`config.mk`:
```
export PLATFORM = sky130hd
export DESIGN_NAME = reg_scoreboard
export DESIGN_NICKNAME = d
export VERILOG_FILES = /design/src/rtl/proc_pkg.sv /design/src/rtl/pending_counter.sv /design/src/rtl/reg_scoreboard.sv
export SDC_FILE = /design/constraint.sdc
export NUM_CORES = 1
export LEC_CHECK = 0
export CORE_MARGIN = 2
export CORE_UTILIZATION = 50
export CTS_CLUSTER_DIAMETER = 150
export CTS_CLUSTER_SIZE = 8
export DETAILED_ROUTE_END_ITERATION = 8
export GPL_ROUTABILITY_DRIVEN = 0
export MAX_ROUTING_LAYER = met4
export PLACE_DENSITY_LB_ADDON = 0.3
export SETUP_SLACK_MARGIN = 0.15
export SYNTH_ARGS = -nofsm -noshare
export SYNTH_HDL_FRONTEND = slang
export SYNTH_SLANG_ARGS = --single-unit
```
`constraint.sdc`:
```
create_clock -name Clk -period 4.7 [get_ports Clk]
set_input_delay 0.94 -clock Clk [delete_from_list [all_inputs] [get_ports Clk]]
set_output_delay 0.94 -clock Clk [all_outputs]
set_load 0.1 [all_outputs]
```
`src/rtl/proc_pkg.sv`:
```
// Register-file constants shared by decode, the register file and the issue scoreboard.
package proc_pkg;
    localparam int NUM_REGS = 32;
    localparam int ADDR_W   = 5;
    localparam logic [ADDR_W-1:0] REG_ZERO = '0;
endpackage

```
`src/rtl/pending_counter.sv`:
```
// One register's in-flight write count: saturating up/down counter with underflow flag.
module pending_counter #(
    parameter int CNT_W = 2
) (
    input  logic             clk,
    input  logic             rst,
    input  logic             inc,
    input  logic             dec,
    output logic [CNT_W-1:0] count,
    output logic             nonzero,
    output logic             underflow
);
    localparam logic [CNT_W-1:0] MAX = '1;

    always_ff @(posedge clk or posedge rst) begin
        if (rst)
            count <= '0;
        else if (inc && !dec && count != MAX)
            count <= count + CNT_W'(1);
        else if (dec && !inc && count != '0)
            count <= count - CNT_W'(1);
    end

    assign nonzero   = count != '0;
    // A simultaneous issue covers the retire, so only a lone retire at zero is an error.
    assign underflow = dec && !inc && count == '0;
endmodule

```
`src/rtl/reg_scoreboard.sv`:
```
// Issue-stage write-pending scoreboard: per-register in-flight counters and RAW/overflow stall.
module reg_scoreboard
    import proc_pkg::*;
#(
    parameter int CNT_W = 2
) (
    input  logic                Clk,
    input  logic                Reset,
    input  logic                IssueValid,
    input  logic                IssueRegWrite,
    input  logic [ADDR_W-1:0]   IssueDest,
    input  logic [ADDR_W-1:0]   IssueSrc1,
    input  logic [ADDR_W-1:0]   IssueSrc2,
    input  logic                IssueUsesSrc2,
    input  logic                WbValid,
    input  logic [ADDR_W-1:0]   WbDest,
    output logic                Stall,
    output logic                Src1Busy,
    output logic                Src2Busy,
    output logic [NUM_REGS-1:0] PendingMask,
    output logic                ErrUnderflow
);
    localparam logic [CNT_W-1:0] MAX = '1;

    logic [CNT_W-1:0]    cnt [NUM_REGS];
    logic [NUM_REGS-1:0] retire;
    logic [NUM_REGS-1:1] inc, uflow;
    logic [CNT_W-1:0]    c1, c2, cd;
    logic                dest_full, fire;

    assign cnt[0]         = '0;
    assign PendingMask[0] = 1'b0;

    always_comb begin
        retire = '0;
        for (int r = 1; r < NUM_REGS; r++)
            retire[r] = WbValid && WbDest == ADDR_W'(r);
    end

    // A source retiring its last write this cycle is readable via the write-then-read regfile.
    assign c1 = cnt[IssueSrc1];
    assign c2 = cnt[IssueSrc2];
    assign cd = cnt[IssueDest];
    assign Src1Busy  = c1 != '0 && !(c1 == CNT_W'(1) && retire[IssueSrc1]);
    assign Src2Busy  = IssueUsesSrc2 && c2 != '0 && !(c2 == CNT_W'(1) && retire[IssueSrc2]);
    assign dest_full = IssueRegWrite && IssueDest != REG_ZERO && cd == MAX && !retire[IssueDest];
    assign Stall     = IssueValid && (Src1Busy || Src2Busy || dest_full);
    assign fire      = IssueValid && !Stall && IssueRegWrite && IssueDest != REG_ZERO;

    always_comb begin
        inc = '0;
        for (int r = 1; r < NUM_REGS; r++)
            inc[r] = fire && IssueDest == ADDR_W'(r);
    end

    for (genvar r = 1; r < NUM_REGS; r++) begin : g_cnt
        pending_counter #(.CNT_W(CNT_W)) u_cnt (
            .clk       (Clk),
            .rst       (Reset),
            .inc       (inc[r]),
            .dec       (retire[r]),
            .count     (cnt[r]),
            .nonzero   (PendingMask[r]),
            .underflow (uflow[r])
        );
    end

    always_ff @(posedge Clk or posedge Reset) begin
        if (Reset)
            ErrUnderflow <= 1'b0;
        else if (|uflow)
            ErrUnderflow <= 1'b1;
    end
endmodule

```
Word level (Yosys, flattened, before mapping)
Index checks and enable logic that the tools add are counted.

Flip-flop bits (word level): 63. Bits of input ports: 26. Output and inout bits: 36. Word-level logic and storage cells: 670.

$add $sub $neg: 62. $lt $le $gt $ge: 6. Eq/ne operators: 96. Multiplexer cells: 77. Bitwise operators: 3. Reduce and logical (&&, ||, !) cells: 394.

Operator list (count): logical AND 1 bit (229); == test 5 bit (second input constant) (32); two-way mux 2 bit (68); nonzero test 2 bit (64); == test 5 x 4 -> 1 bit (second input constant) (16); zero test 1 bit (66); adder 2 x 1 -> 2 bit (second input constant) (31); zero test 2 bit (31); inequality test 2 bit (second input constant) (31); subtractor 2 x 1 -> 2 bit (second input constant) (31); == test 5 x 3 -> 1 bit (second input constant) (8); OR reduction 31 bit (1); binary-select mux 2 bit (select 5 bit) (3); == test 5 x 2 -> 1 bit (second input constant) (4); >= comparator 6 bit (second input constant) (3); less-than comparator 5 x 6 -> 1 bit (second input constant) (3); NOT 5 -> 6 bit (3); binary-select mux 1 bit (select 5 bit) (3); == test 5 x 1 -> 1 bit (second input constant) (2); nonzero test 5 bit (1); == test 2 x 1 -> 1 bit (second input constant) (2); two-way mux 1 bit (3); == test 2 bit (second input constant) (1); logical OR 1 bit (2).

Depth between registers and ports, before layout
Word-level depth: 21. Mapped depth: 16. Gate-level depth less buffers: 11.

Cells and area by module
A second synthesis with hierarchy kept.

Cell total of the unflattened synthesis: 921. Area, all modules: 7214.4 um^2.

Modules (own cells, without submodules): pending_counter (instances 31, cells each 15, area each 132.6 um^2, sequential area each 50.0 um^2); reg_scoreboard (instances 1, cells each 456, area each 3103.0 um^2, sequential area each 25.0 um^2).

Worst setup path before layout
Ideal clock, no wire load.

Kind: input to output. Start: input IssueSrc1[0]. End: output Stall. Data arrival time: 5144 ps. Data required time: 3760 ps. Path slack: -1384 ps. Cell stages on the path: 10. Buffers on the path: 3. Cells stage by stage: buf_2 -> buf_2 -> clkbuf_1 -> o211ai_1 -> a31oi_1 -> o31a_1 -> o21ai_0 -> a21oi_1 -> or2_4 -> and2_1.

Longest elaborated chain between the ends: 11. Elaborated cells between the ends (all ways): 14. Classes of those cells: eq/ne (1); mux (5); bitwise (1); reduce/logical (7).

Ends and longest elaborated chain: start, declared (line reg_scoreboard.sv:12) `input logic [ADDR_W-1:0] IssueSrc1,`; NOT 5 -> 6 bit (not written as such) (line reg_scoreboard.sv:41) `assign c1 = cnt[IssueSrc1];`; binary-select mux 2 bit (select 5 bit) (line reg_scoreboard.sv:41); two-way mux 2 bit (not written as such) (2 in series) (line reg_scoreboard.sv:41); == test 2 x 1 -> 1 bit (line reg_scoreboard.sv:44) `assign Src1Busy = c1 != '0 && !(c1 == CNT_W'(1) && retire[IssueSrc1]);`; logical AND 1 bit (line reg_scoreboard.sv:44); zero test 1 bit (line reg_scoreboard.sv:44); logical AND 1 bit * (line reg_scoreboard.sv:44); named net Src1Busy (line reg_scoreboard.sv:18) `output logic Src1Busy,`; logical OR 1 bit * (2 in series) (line reg_scoreboard.sv:47) `assign Stall = IssueValid && (Src1Busy || Src2Busy || dest_full);`; logical AND 1 bit * (line reg_scoreboard.sv:47); end, declared (line reg_scoreboard.sv:17) `output logic Stall,`.

Mark *: on every way through the listed nets, which the timed path passes. The rest lies on a longest branch. The select of a mux whose other input is x is not followed.

Final worst setup path
Start: input WbDest[0]. End: output Stall.

Longest elaborated chain between the ends: 10. Elaborated cells between the ends (all ways): 79. Classes of those cells: eq/ne (31); mux (6); reduce/logical (42).

Ends and longest elaborated chain: start, declared (line reg_scoreboard.sv:16) `input logic [ADDR_W-1:0] WbDest,`; == test 5 x 1 -> 1 bit, or another cell as far along (line reg_scoreboard.sv:37) `retire[r] = WbValid && WbDest == ADDR_W'(r);`; logical AND 1 bit (line reg_scoreboard.sv:37); binary-select mux 1 bit (select 5 bit), on equally long branches (line reg_scoreboard.sv:44, reg_scoreboard.sv:45); two-way mux 1 bit, on equally long branches (line reg_scoreboard.sv:44, reg_scoreboard.sv:45); logical AND 1 bit, on equally long branches (line reg_scoreboard.sv:44, reg_scoreboard.sv:45); zero test 1 bit, on equally long branches (line reg_scoreboard.sv:44, reg_scoreboard.sv:45); logical AND 1 bit, on equally long branches (line reg_scoreboard.sv:44, reg_scoreboard.sv:45); logical OR 1 bit (line reg_scoreboard.sv:47); logical OR 1 bit * (line reg_scoreboard.sv:47); logical AND 1 bit * (line reg_scoreboard.sv:47).

Every way passes the cells marked *; elsewhere a longest branch is shown, timed or not. The select of a mux whose other input is x is not followed.

==> impl_results.md <==
* Outcome: finished clean
* Critical path launch point type: input port
* Syn Area/Cell at roughly 7.6 µm²
* Finish-stage setup viols at 0
* Die X at 121 µm
* Fillers at 1091
* Seq/Total Area, Yosys at 0.232
* WHS Path Cells at 2
* Top_reg_cell synth: dfrtp_1
* Seq. cell area at 1580 µm²
* Worst Setup End Kind: output port
* N_diodes at 0
* Via-to-Cell Ratio at between 6 and 7
* Period utilization at 0.968
* Met1 Usage GRT at 0.473
* Max Cap Violations at 0
* Crit path max fanout at 5
* Worst skew pair latency at roughly 360 ps
* Post-synth ARST share at 1.00
* R2R Setup Slk at 570 ps
* GRT Util Overall at 0.367
* Largest net degree at the start of global routing at 34
* Hold slack at 600 ps
* M3 GR Usage at 0.0882
* Cell taking the most area after synthesis: dfrtp_1
* First drt pass iteration count at 8
* Proportion of layout cells with a drive suffix above 1 at 0.287
* Synth cell count leaders: nand2_1, nor2_1, dfrtp_1, o21ai_0, a21oi_1
* Post-synth EDFFs at 0
* Vias in the first global route at 7325
* Fmax at 220 MHz
* CP required at 3760 ps
* Netlist Area Pre-Place at 6790 µm²
* Fin. Hold Viols at 0
* Power Density at around 280 nW/µm²
* Crit path kind: input port to output port
* TritonCTS buffer count at 9
* Total Wirelength at 25900 µm
* IR drop worst, VDD at 0.000180 V
* Core ar. at 13200 µm²
* Die Ht at 121 µm
* RSZ-0062 raised after global routing: no
* Gr ovfl total at 0
* First-pass GRT wire length at 39800 µm
* Met2 usage at 0.535
* Vias at 8014
* Top-area cell type share of the netlist area at 0.232
* Class of the worst hold path: flip-flop to flip-flop
* Initial antenna violation count at 0
* Root buffer cell: clkbuf_16
* WL/cell at 21.3 µm
* Worst reg2reg startpoint: g_cnt[17].u_cnt.count[1]
* ANT nets after route at 0
* R2r endpoint: ErrUnderflow
* Slew Viols, Final at 0
* Design area at 8920 µm²
* Hold Crit Start: g_cnt[6].u_cnt.count[1]
* Count leader, synth: nand2_1
* Worst reg2reg path depth at 13
* CTS tree: built
* # rows at 42
* H-tree depth at 3
* P_leak at 3.68 nW
* Warnings from Yosys at 0
* Synth top area cells: dfrtp_1, mux4_2, nand2_1, o21ai_0, a21oi_1
* Hold EP: g_cnt[6].u_cnt.count[1]
* Clk buf depth at 2
* Clk sinks at 63
* Global route hottest layer: met2
* Critical Path AT at 3610 ps
* Post-layout minimum cycle time at 4550 ps
* Port bufs at 60
* Die area at 14500 µm²
* DRC at 0
* TNS Setup at 0 ps
* Area growth, synth to finish at 31.4%
* Yosys cell types at 85
* Slew margin rel. at 0.343
* Clock skew at about 13 ps
* Synth Register Bits at 63
* Worst Max-Slew Pin Slew at 983 ps
* Mapped Cells at 890
* Starting Density at 0.513
* Post-synthesis net count at 916
* Initial DRC Count at 1166
* Layout Nets at 1061
* I/O pins at 62
* Post-DP Area at 8300 µm²
* Clk slew on worst S/H paths at 50 ps
* Footprint of the multi-input gates at 4650 µm²
* Post-DP HPWL at 19300 µm
==> kinds of logic (layout without fill, tap and decap cells) <==
group,after synthesis,after routing,share of synthesized area
muxes,44,44,0.103
and+or+nand+nor,372,372,0.283
other,1,1,0.000552
AOI/OAI and AO/OA,255,255,0.262
xor gates and xnor gates,12,12,0.0155
buffers and inverters,143,293,0.104
DFF,63,63,0.232
==> cell usage in the layout, fill, tap and decap left out, drive strengths merged, types with 6 or more instances in the layout <==
| cell type | count |
|---|---|
| mux4 | 20 |
| nand4 | 9 |
| o311ai | 6 |
| buf | 181 |
| inv | 39 |
| nand2b | 12 |
| nor4 | 12 |
| clkdlybuf4s50 | 42 |
| nand3b | 6 |
| o21ai | 61 |
| nor2b | 13 |
| a221o | 7 |
| or2 | 29 |
| mux2i | 19 |
| a21o | 7 |
| a311oi | 7 |
| o31ai | 7 |
| nand2 | 104 |
| a21oi | 55 |
| nor2 | 71 |
| and3 | 11 |
| nor3 | 29 |
| dfrtp | 63 |
| dlygate4sd2 | 6 |
| a221oi | 10 |
| o211ai | 20 |
| and2 | 7 |
| a211oi | 10 |
| xnor2 | 7 |
| clkbuf | 16 |
| nand3 | 36 |
| nor3b | 8 |
==> report_power, final <==
part           leakage (nW)  switching [mW]  internal [mW]  total, mW
Clock                 0.142           0.250          0.381      0.632
Combinational          2.80           0.670          0.447       1.12
Sequential            0.747           0.175          0.616      0.790
==> per-stage QoR <==
| stage | utilization | setup slack (ps) | instances | total power, mW |
|---|---|---|---|---|
| 2_1_floorplan | - | 168 | 890 | 1.53 |
| 3_3_place_gp | 0.627 | -356 | 1178 | 1.81 |
| 3_5_place_dp | 0.627 | -384 | 1178 | 1.82 |
| 4_1_cts | 0.662 | 152 | 1209 | 2.49 |
| 5_1_grt | 0.674 | 138 | 1216 | 2.64 |
| 6_report | 0.674 | 151 | 1216 | 2.54 |
==> critical path, cell delays in order <==
cell and delay (ps):
dlygate4sd2_1 340, buf_4 180, nand2b_1 160, or3_1 370, nor4_2 300, a2111oi_2 110, o2111a_1 170, a211o_4 360
buf_6 120, or2_4 230, and2_4 170, buf_12 160
==> how the worst max path moves through the flow <==
stage / start / endpoint / slack (ps) / depth (start not counted)
after floorplan: IssueSrc2[1] / ErrUnderflow / 170 / 12
after global placement: IssueSrc2[0] / ErrUnderflow / -360 / 14
after detailed placement: IssueSrc2[0] / ErrUnderflow / -380 / 14
after CTS: IssueDest[0] / Stall / 150 / 12
after global routing: IssueDest[1] / Stall / 140 / 12
final: WbDest[0] / Stall / 150 / 12
==> sequential cells by signal (all words and copies together), names as in the netlist <==
signal             count
g_cnt.u_cnt.count     62
ErrUnderflow           1
==> per-layer routing <==
layer	share of wire	vias to the layer above
met4	0.070	0
met2	0.43	616
li1	-	3567
met1	0.38	3656
met5	0	-
met3	0.12	175
==> final cells by class <==
cell class	count	share of cell area
multi-input cells	684	0.521
repair buffers	237	0.230
flip-flops and latches	63	0.177
clock buffers	12	0.0287
well taps	176	0.0247
inverters	40	0.0172
clock inverters	4	0.00224
==> repair_timing <==
item | 4_1_cts | 5_1_grt
buffers inserted | 14 | 6
gates cloned | 1 | 1
resized for setup | 31 | 37
hold buffers | 0 | 0
pin swaps | 8 | 17
endpoints found under the setup margin | 2 | 3
Power figures use the tool's default switching activity.
